==> src/rtl/nlfsr_period_tester.sv <==
// nlfsr_period_tester
//    One worker of the NLFSR search array. It loads tap coefficients from the shared
//    coefficient PRNG and builds a SIZE-bit nonlinear feedback shift register from
//    them. It then clocks that register from seed 1 and reports whether the period
//    is maximal (2^SIZE-1).
// Ports
//    clk         system clock, all logic on the rising edge
//    res         synchronous active-high reset
//    ena         start request (level, sampled while idle/done)
//    take_coef   shared strobe, coef is valid this cycle
//    coef        coefficient byte from the shared PRNG
//    co_buf_lin  linear tap mask of the current job (bit k = tap k used)
//    ready       1 = idle or finished, a job can be accepted
//    failure     1 = job done, period not maximal
//    found       1 = job done, period is maximal
module nlfsr_period_tester #(
   parameter int SIZE        = 24,
   parameter int NUM_OF_TAPS = 6
) (
   input  logic            clk,
   input  logic            res,
   input  logic            ena,
   input  logic            take_coef,
   input  logic [7:0]      coef,
   output logic [SIZE-1:0] co_buf_lin,
   output logic            ready,
   output logic            failure,
   output logic            found
);

   localparam int TW = $clog2(SIZE);
   localparam int CW = $clog2(NUM_OF_TAPS + 1);
   localparam logic [CW-1:0]   IDX_P     = CW'(NUM_OF_TAPS - 2);
   localparam logic [CW-1:0]   IDX_Q     = CW'(NUM_OF_TAPS - 1);
   localparam logic [SIZE-1:0] SEED      = SIZE'(1);
   localparam logic [SIZE-1:0] FULL_CNT  = {SIZE{1'b1}};

   typedef enum logic [1:0] {
      ST_IDLE = 2'd0,
      ST_LOAD = 2'd1,
      ST_RUN  = 2'd2,
      ST_DONE = 2'd3
   } state_t;

   // Feedback bit. The s[0] term keeps the state map invertible, so the seed always recurs.
   function automatic logic nlfsr_feedback(input logic [SIZE-1:0] s,
                                           input logic [SIZE-1:0] mask,
                                           input logic [TW-1:0]   p,
                                           input logic [TW-1:0]   q);
      logic and_term;
      and_term = 1'b0;
      if (p != q) begin
         and_term = s[p] & s[q];
      end else begin
         and_term = 1'b0;
      end
      return s[0] ^ (^(s & mask)) ^ and_term;
   endfunction

   state_t            state_r;
   state_t            state_nxt_s;
   logic              ready_nxt_s;
   logic [CW-1:0]     tap_cnt_r;
   logic [TW-1:0]     p_r;
   logic [TW-1:0]     q_r;
   logic [SIZE-1:0]   mask_r;
   logic [SIZE-1:0]   s_r;
   logic [SIZE-1:0]   cnt_r;
   logic              found_r;
   logic              failure_r;
   logic              ready_r;

   logic [TW-1:0]     tap_s;
   logic [SIZE-1:0]   s_nxt_s;
   logic [SIZE-1:0]   cnt_inc_s;
   logic              seed_hit_s;
   logic              full_s;
   logic              run_end_s;

   // Tap mapping and one RUN step of the register.
   always_comb begin
      tap_s      = TW'((32'(coef) % 32'(SIZE - 1)) + 32'd1);
      s_nxt_s    = {nlfsr_feedback(s_r, mask_r, p_r, q_r), s_r[SIZE-1:1]};
      cnt_inc_s  = cnt_r + SIZE'(1);
      seed_hit_s = (s_nxt_s == SEED);
      full_s     = (cnt_inc_s == FULL_CNT);
      // Reaching the full count ends the job even without a seed return.
      run_end_s  = seed_hit_s | full_s;
   end

   // State register.
   always_ff @(posedge clk) begin
      if (res) begin
         state_r <= ST_IDLE;
      end else begin
         state_r <= state_nxt_s;
      end
   end

   // Next-state logic.
   always_comb begin
      state_nxt_s = state_r;
      case (state_r)
         ST_IDLE, ST_DONE: begin
            if (ena) state_nxt_s = ST_LOAD;
            else     state_nxt_s = state_r;
         end
         ST_LOAD: begin
            if (take_coef && (tap_cnt_r == IDX_Q)) state_nxt_s = ST_RUN;
            else                                   state_nxt_s = ST_LOAD;
         end
         ST_RUN: begin
            if (run_end_s) state_nxt_s = ST_DONE;
            else           state_nxt_s = ST_RUN;
         end
         default: state_nxt_s = ST_IDLE;
      endcase
   end

   // Output decode: ready is registered from the upcoming state.
   always_comb begin
      ready_nxt_s = 1'b0;
      case (state_nxt_s)
         ST_IDLE, ST_DONE: ready_nxt_s = 1'b1;
         default:          ready_nxt_s = 1'b0;
      endcase
   end

   // Datapath: tap capture, register stepping, result flags.
   always_ff @(posedge clk) begin
      if (res) begin
         tap_cnt_r <= '0;
         p_r       <= '0;
         q_r       <= '0;
         mask_r    <= '0;
         s_r       <= '0;
         cnt_r     <= '0;
         found_r   <= 1'b0;
         failure_r <= 1'b0;
         ready_r   <= 1'b1;
      end else begin
         ready_r <= ready_nxt_s;
         case (state_r)
            ST_IDLE, ST_DONE: begin
               if (ena) begin
                  found_r   <= 1'b0;
                  failure_r <= 1'b0;
                  mask_r    <= '0;
                  tap_cnt_r <= '0;
               end
            end
            ST_LOAD: begin
               if (take_coef) begin
                  tap_cnt_r <= tap_cnt_r + CW'(1);
                  if (tap_cnt_r < IDX_P) begin
                     mask_r <= mask_r | (SIZE'(1) << tap_s);
                  end else if (tap_cnt_r == IDX_P) begin
                     p_r <= tap_s;
                  end else begin
                     q_r   <= tap_s;
                     s_r   <= SEED;
                     cnt_r <= '0;
                  end
               end
            end
            ST_RUN: begin
               s_r   <= s_nxt_s;
               cnt_r <= cnt_inc_s;
               if (run_end_s) begin
                  found_r   <= seed_hit_s & full_s;
                  failure_r <= seed_hit_s ^ full_s;
               end
            end
            default: begin
               found_r   <= 1'b0;
               failure_r <= 1'b0;
            end
         endcase
      end
   end

   assign co_buf_lin = mask_r;
   assign ready      = ready_r;
   assign found      = found_r;
   assign failure    = failure_r;

endmodule

==> config.mk <==
export PLATFORM = sky130hd
export DESIGN_NAME = nlfsr_period_tester
export DESIGN_NICKNAME = d
export VERILOG_FILES = /design/src/rtl/nlfsr_period_tester.sv
export SDC_FILE = /design/constraint.sdc
export NUM_CORES = 1
export LEC_CHECK = 0
export CAP_MARGIN = 10
export CORE_MARGIN = 2
export CORE_UTILIZATION = 50
export DETAILED_ROUTE_END_ITERATION = 7
export GPL_TIMING_DRIVEN = 0
export PLACE_DENSITY = 0.69
export SKIP_LAST_GASP = 1
export SYNTH_ARGS = -nofsm -noshare
export SYNTH_HDL_FRONTEND = slang
export SYNTH_SLANG_ARGS = --single-unit
export TNS_END_PERCENT = 10
==> constraint.sdc <==
create_clock -name clk -period 6.2 [get_ports clk]
set_input_delay 0.93 -clock clk [delete_from_list [all_inputs] [get_ports clk]]
set_output_delay 0.93 -clock clk [all_outputs]
set_load 0.05 [all_outputs]
== Word-level counts from Yosys, hierarchy flattened ==
Index checks and enable logic that the tools add are counted.
Word-level totals
  RAM bits: 0
  bits in registers: 90
  ROM bits: 0
  output and inout port bits: 27
  memories: 0
  latch bits: 0
  bits of input ports: 12
  logic and storage cells: 88
Cells by class
  mux-type cells: 30
  add/subtract/negate cells: 3
  eq/ne operators: 15
  shift operators: 1
  $lt $le $gt $ge: 3
  bitwise gates (word level): 10
  $mul: 0
  reductions and logical operators: 15
  divide/modulo/power cells: 1
Operators by type and width (number)
  two-way mux 24 bit: 9
  case mux 24 bit (2 select lines): 3
  remainder unit 8 x 5 -> 32 bit, second input constant: 1
  adder 24 x 1 -> 24 bit, second input constant: 1
  bitwise AND 24 bit: 1
  == test 24 x 1 -> 1 bit, second input constant: 1
  == test 24 bit, second input constant: 1
  OR 24 bit: 1
  XOR reduction 24 bit: 1
  left shift 1 x 5 -> 24 bit, first input constant: 1
  AND reduction 4 bit: 4
  < comparator 5 x 6 -> 1 bit, second input constant: 2
  inequality test 2 bit, second input constant: 6
  binary-select mux 1 bit (select 5 bit): 2
  two-way mux 1 bit: 8
  == test 2 bit, second input constant: 3
  == test 3 bit, second input constant: 2
  two-way mux 3 bit: 2
  case mux 2 bit (3 select lines): 1
  case mux 3 bit (2 select lines): 1
  AND reduction 3 bit: 2
  nonzero test 2 bit: 3
  adder 5 x 1 -> 5 bit, second input constant: 1
  inequality test 5 bit: 1
  12 further kinds: 20

== Logic depth before layout (Yosys ltp) ==
Gate-level depths: netlist of the first run.
  word-level depth: 12
  gate-level depth with buffers: 23
  mapped depth without buffers: 21

== Least setup slack after synthesis of the first run ==
Ideal clock, no wire load.
  path kind: in2reg
  start point: in coef[4]
  end point: reg p_r[4]
  setup slack: 0.717 ns
  library setup time: 0.154 ns
  data required time: 6.046 ns
  stages: 23
  buffers on the path: 2
  arrival time: 5.329 ns
  cell sequence: a31oi_2 inv_2 ha_1 inv_1 a311oi_4 a211oi_2 ha_1 nand3b_4 a31o_2 and2_1 xnor2_1 ha_1 o211ai_1 nand2_1 xor2_1 ha_1 inv_1 or4_1 nand3_1 o22a_1 buf_6 buf_6 a211oi_1
On the way
  word-level cells in the longest chain between the ends: 2
Ends and longest elaborated chain
  start, declared: line 24  | input logic [7:0] coef,
  remainder unit 8 x 5 -> 32 bit: line 82  | tap_s = TW'((32'(coef) % 32'(SIZE - 1)) + 32'd1);
  adder 5 x 1 -> 5 bit: line 82
  end signal, assigned: line 158  | p_r <= tap_s;
  end, declared: line 64  | logic [TW-1:0] p_r;
No other way between the ends.
A chain may end at the register's enable or synchronous reset.

== Worst setup path after layout of the first run ==
  start point: in coef[5]
  end point: reg p_r[4]
Same word-level chain as after synthesis.

==> results of run 1 <==
worst max path at each step:
stage / endpoint / cells after the start / start
after floorplan: p_r[4] / 23 / coef[4]
after global placement: p_r[4] / 24 / coef[6]
after detailed placement: p_r[4] / 24 / coef[6]
after CTS: p_r[4] / 24 / coef[6]
after global routing: co_buf_lin[2] / 24 / coef[5]
final: p_r[4] / 24 / coef[5]
registers in the layout, indices dropped and copies added (netlist names):
signal      cells
found           1
p_r             5
q_r             5
s_r            24
tap_cnt_r       3
failure         1
state_r         2
co_buf_lin     24
cnt_r          24
ready           1
critical path: cells and delay by family:
kind / cells / cell delay (ps)
AO/OA/AOI/OAI: 7 / 1430
XOR/XNOR: 2 / 410
adder cells (fa/ha/maj): 4 / 1000
buffers and inverters: 5 / 1020
AND/OR/NAND/NOR: 6 / 1320
cell type report:
type	count	area, um^2
Inverter	22	82.6
Timing Repair Buffer	38	380
Clock inverter	3	15.0
Fill cell	1055	4700
Buffer	44	201
Multi-Input combinational cell	563	3800
Sequential cell	90	1800
Tap cell	143	179
Clock buffer	12	256
where the power goes:
group	switching [uW]	internal [uW]	leakage (uW)
registers	10.3	589	0.000726
clock network	223	290	0.000138
logic	280	152	0.00139
total	513	1030	0.00225
layout by cell type, fill, tap and decap left out, types with 5 or more instances in the layout:
cell type        instances
a211oi_1                 9
a21oi_1                 65
a22oi_1                  5
a31oi_1                  7
a32o_1                  17
and2_1                   5
and3_1                  13
buf_2                    6
clkbuf_1                30
clkbuf_16                9
clkdlybuf4s50_1         36
dfxtp_1                 90
ha_1                    14
inv_1                   21
mux2i_1                  5
mux4_2                  14
nand2_1                 89
nand2b_1                13
nand3_1                 47
nand3b_1                 5
nand4_1                  8
nor2_1                  63
nor3_1                  14
nor4_1                  10
o21ai_0                 35
xnor2_1                 31
xor2_1                   7
repair_timing:
item,CTS,global route
gates resized for setup,3,9
endpoints found under the setup margin,26,28
setup buffers,0,1
pin swaps,0,2
hold buffers,0,0
kinds of logic after synthesis:
family / count (synthesis) / share of synthesized area
compound gates: 192 / 0.232
xor+xnor: 42 / 0.0644
fa+ha+maj: 17 / 0.0365
buf+inv: 66 / 0.0485
flops: 90 / 0.309
mux: 22 / 0.0691
simple gates: 290 / 0.240
routing by layer:
| layer | up-vias | part of all wire | routed length (um) |
|---|---|---|---|
| met4 | 0 | 0.019 | 303 |
| met1 | 2691 | 0.44 | 6960 |
| li1 | 2715 | - | - |
| met3 | 35 | 0.066 | 1050 |
| met5 | - | 0 | 0 |
| met2 | 216 | 0.47 | 7510 |
through the flow:
stage | TNS (ps) | setup slack (ps) | hold WS (ps) | area [um^2] | instances
2_1_floorplan | 0 | 717 | 454 | 5830 | 719
3_3_place_gp | -9180 | -415 | 456 | 6380 | 899
3_5_place_dp | -12750 | -546 | 462 | 6380 | 899
4_1_cts | 0 | 1.18 | 479 | 6670 | 914
5_1_grt | -8.53 | -8.53 | 492 | 6720 | 915
6_report | 0 | 258 | 475 | 6720 | 915
==> metrics.txt, run 1 <==
vias 5657; post-layout util 0.589; met1 GRT Util 0.325; Final Setup Violations 0; first-pass GRT wire length 25700 um; Reg clk slew, reported paths 60 ps; Crit. End Element flop; Min-Delay Path Depth 2; leakage power 0.00225 uW; grt total ovfl 0; Worst Path Required 6380 ps; cell taking the most area after synthesis dfxtp_1; fraction of layout cells with a size suffix above 1 0.0946; chip width 112 um; Synth Area per Inst 8.11 um^2; net count after synthesis 748; CTS root buf clkbuf_16; worst vdd ir 0.000170 V; largest net degree at the start of global routing 14; number of global-route vias before repair 5211; FFs w/ async S/R, synth 0; TritonCTS Buffers 9; RD Place Congestion 0.869; number of nets still failing antenna checks after routing 0; Worst setup SP type input pin; EDFF count, synth 0; num rows 39; worst slew pin tran 962 ps; M3 GR Usage 0.0501; final hold violations 0; Power Total 1540 uW; Worst R2R End found; R2R cell count 15; Post-DP HPWL 11600 um; Max clock buf depth 2; final wirelength 15800 um; Worst-Skew Late Latency 340 ps; IO Port Bufs 37; height of the die 112 um; initial DRC count 508; Final Max Slew Viols 0; CP most frequent cell ha_2; Initial Util 0.510; CP max stage cell clkdlybuf4s50_1; hold path endpoint failure; CTS tree done; critical path arrival 6120 ps; Seq cells post-synth 90; clock sinks 90; Yosys warnings 0; DRT Pass-1 Iters 5; reg2reg start cnt_r[2]; HP Class flop to flop; worst path cell trace clkdlybuf4s50_1 -> a31oi_4 -> inv_2 -> ha_1 -> nand2b_1 -> a2bb2oi_1 -> a211oi_4 -> ha_2 -> nand3b_4 -> a31o_2 -> and2_1 -> xnor2_2 -> ha_2 -> o211ai_1 -> nand2_2 -> xor2_4 -> ha_2 -> inv_1 -> or4_1 -> nand3_1 -> o22a_1 -> buf_6 -> buf_6 -> a211oi_1; H-tree Lvls 3; DR vias/cell 6.18; worst rel slew slack 0.354; Max Clk Rate 168 MHz; maxcap violations 0; power per cell area 230 nW/um^2; Synth top area share 0.309; synthesized instance count 719; Area contributors post-synth dfxtp_1 31%, nand2_1 5.8%, a21oi_1 5.6%; initial antenna violation count 0; GRT Max-Usage Layer met2; CP max stage delay 520 ps; reg2reg setup slack 1990 ps; final worst-path cycle share 0.958; Ant. Diodes 0; drt wl/cell 17.3 um; Core ar. 11400 um^2; Unique masters post-synth 72; Worst Min Path Start failure; CP Max Fanout 10; Seq/Total Area, Yosys 0.309; GRT Total Usage 0.251; Synth Flop Type dfxtp_1; CP Class input pin to flop; most frequent cells after synthesis 90 x dfxtp_1, 90 x nand2_1, 65 x a21oi_1, 63 x nor2_1, 47 x nand3_1; Syn-to-layout area delta 15.3%; I/O Pins 39; status completed; Synth Cell Area 5830 um^2; M2 GR Usage 0.426; Final Skew 9.13 ps; DRC 0; Layout Nets 797; area of the die 12500 um^2; clock period minus worst slack 5940 ps
Power figures use the tool's default switching activity.
==> run 2: changes to the inputs <==
- PLACE_DENSITY: 0.69 -> 0.72
- clock period: 6.2 -> 5.45 ns (I/O delays scaled with it)
==> run 2 against run 1 <==
Largest cell class unchanged; final area is 1.9% higher; final cell count is 1.1% higher; clock power is 18% higher; hold slack worse by 6.3 ps; sequential cell count stayed put; clock skew is 2.1 ps lower.
==> metrics.txt, run 2 (synthesized netlist as in run 1, its figures left out) <==
Power Total 1820 uW (+18%); final wirelength 16100 um (+1.6%); GRT Max-Usage Layer met2; Post-DP HPWL 11600 um (+0.20%); chip width 112 um (unchanged); RSZ-0062 raised after global routing true; met1 GRT Util 0.326 (+0.00157); Clock Power Share 0.332 (about the same); I/O Pins 39 (unchanged); most common cell after layout, fill and taps aside dfxtp_1; GRT Total Usage 0.257 (+0.00573); Max clock buf depth 2 (unchanged); grt total ovfl 0 (unchanged); fraction of layout cells with a size suffix above 1 0.109 (+0.0141); Critical Path Start coef[5]; H-tree Lvls 3 (unchanged); CP Max Fanout 10 (unchanged); switch share 0.328 (-0.00429); M2 GR Usage 0.426 (about the same); Pint 1220 uW (+18%); CP max stage delay 530 ps (about the same); Syn-to-layout area delta 17.5%; Layout Nets 806 (+1.1%); Worst Path Required 5730 ps (-650 ps); final worst slack 167 ps (-91.0 ps); Worst Min Path Start co_buf_lin[21]; area of the die 12500 um^2 (unchanged); M3 GR Usage 0.0550 (+0.00490); maxcap violations 0 (unchanged); final worst-path cycle share 0.969; drt wl/cell 17.4 um (+0.51%); Max Clk Rate 189 MHz; Combinational Power Share 0.293 (+0.013); Fill cells 1018 (-3.5%); cell family with most CP delay compound AO/OA/AOI/OAI gates; CTS root buf clkbuf_16; CTS tree done; Net Switching 596 uW (+16%); worst vdd ir 0.000293 V (+73%); Core ar. 11400 um^2 (unchanged); Buf/Inv on CP 8 (+3); Crit. End Element flop; clock period minus worst slack 5280 ps; Final Skew 7.00 ps (-2.13 ps); initial antenna violation count 0 (unchanged); Reg clk slew, reported paths 60 ps (about the same); Setup Total Neg Slack 0 ps (unchanged); initial DRC count 575 (+13%); power per cell area 265 nW/um^2 (+15%); RD Place Congestion 0.862 (-0.82%); TritonCTS Buffers 9 (unchanged); DRT Pass-1 Iters 5 (unchanged); Worst setup SP type input pin; first-pass GRT wire length 26300 um (+2.4%); largest net degree at the start of global routing 14 (unchanged); Ant. Diodes 0 (unchanged); number of nets still failing antenna checks after routing 0 (unchanged); height of the die 112 um (unchanged); num rows 39 (unchanged); Initial Util 0.510 (unchanged); reg2reg setup slack 1200 ps (-790 ps); status completed; vias 5723 (+1.2%); IO Port Bufs 37 (unchanged); CP Class input pin to flop; number of global-route vias before repair 5386 (+3.4%); clock sinks 90 (unchanged); Final Max Slew Viols 0 (unchanged); worst slew pin tran 928 ps (-33.8 ps); reg2reg start cnt_r[2]; worst rel slew slack 0.376 (+0.0227); CP max stage cell or4_1; HP Class flop to flop; commonest non-fill, non-tap cells in the layout 90 x dfxtp_1, 89 x nand2_1, 65 x a21oi_1; Placement Setup Slack -1250 ps (-699 ps); critical path arrival 5570 ps (-550 ps); final hold violations 0 (unchanged); leakage power 0.00231 uW (+2.5%); Final Setup Violations 0 (unchanged); Seq pwr share 0.375 (-0.013); DR vias/cell 6.19 (about the same); DRC 0 (unchanged); Worst-Skew Late Latency 350 ps (about the same)
-- run 2: through the flow --
step                utilization  area, um^2  instances  hold slack (ps)
floorplan                     -        5830        719              454
global placement          0.559        6380        899              456
detailed placement        0.559        6380        899              461
CTS                       0.592        6760        921              469
global route              0.600        6850        925              493
finish                    0.600        6850        925              468
-- run 2: repair_timing --
item	CTS	global route
endpoints found under the setup margin	28	26
buffers inserted	6	4
pin swaps	4	5
resized for setup	16	12
hold buffers	0	0
-- run 2: per-layer routing --
layer,share of wire,vias up
met5,0,-
met4,0.024,0
met3,0.060,32
met2,0.48,221
met1,0.44,2744
li1,-,2726
-- run 2: cell type report --
type | instances | area, um^2 | share of cell area
Clock inverter | 3 | 40.0 | 0.00585
Timing Repair Buffer | 47 | 439 | 0.0641
Multi-Input combinational cell | 563 | 3850 | 0.563
Sequential cell | 90 | 1800 | 0.263
Clock buffer | 13 | 240 | 0.0351
Inverter | 22 | 82.6 | 0.0121
Buffer | 44 | 210 | 0.0307
Tap cell | 143 | 179 | 0.0261
-- run 2: worst reg2reg max path, cell delays in order (launching register included) --
cell and delay (ps):
dfxtp_1 400, nand3_1 210, nor3_1 510, nand2_1 280, nor2_1 320, and3_1 230, and3_1 210, and3_1 210
and2_0 280, and3b_1 190, o21ai_0 90, a211o_1 350, ha_1 200, a211oi_1 390, nand2b_1 170, a21oi_1 60
-- run 2: power by group through the flow --
stage | registers, uW | logic (uW) | clock network [uW]
2_1_floorplan | 728 | 309 | 0
3_3_place_gp | 695 | 456 | 0
3_5_place_dp | 695 | 468 | 0
4_1_cts | 680 | 496 | 610
5_1_grt | 682 | 570 | 636
6_report | 681 | 531 | 604
-- run 2: final timing paths --
check | to | cells past startpoint
max reg2reg | found | 15
max | co_buf_lin[6] | 25
min reg2reg | co_buf_lin[21] | 2
min | co_buf_lin[21] | 2
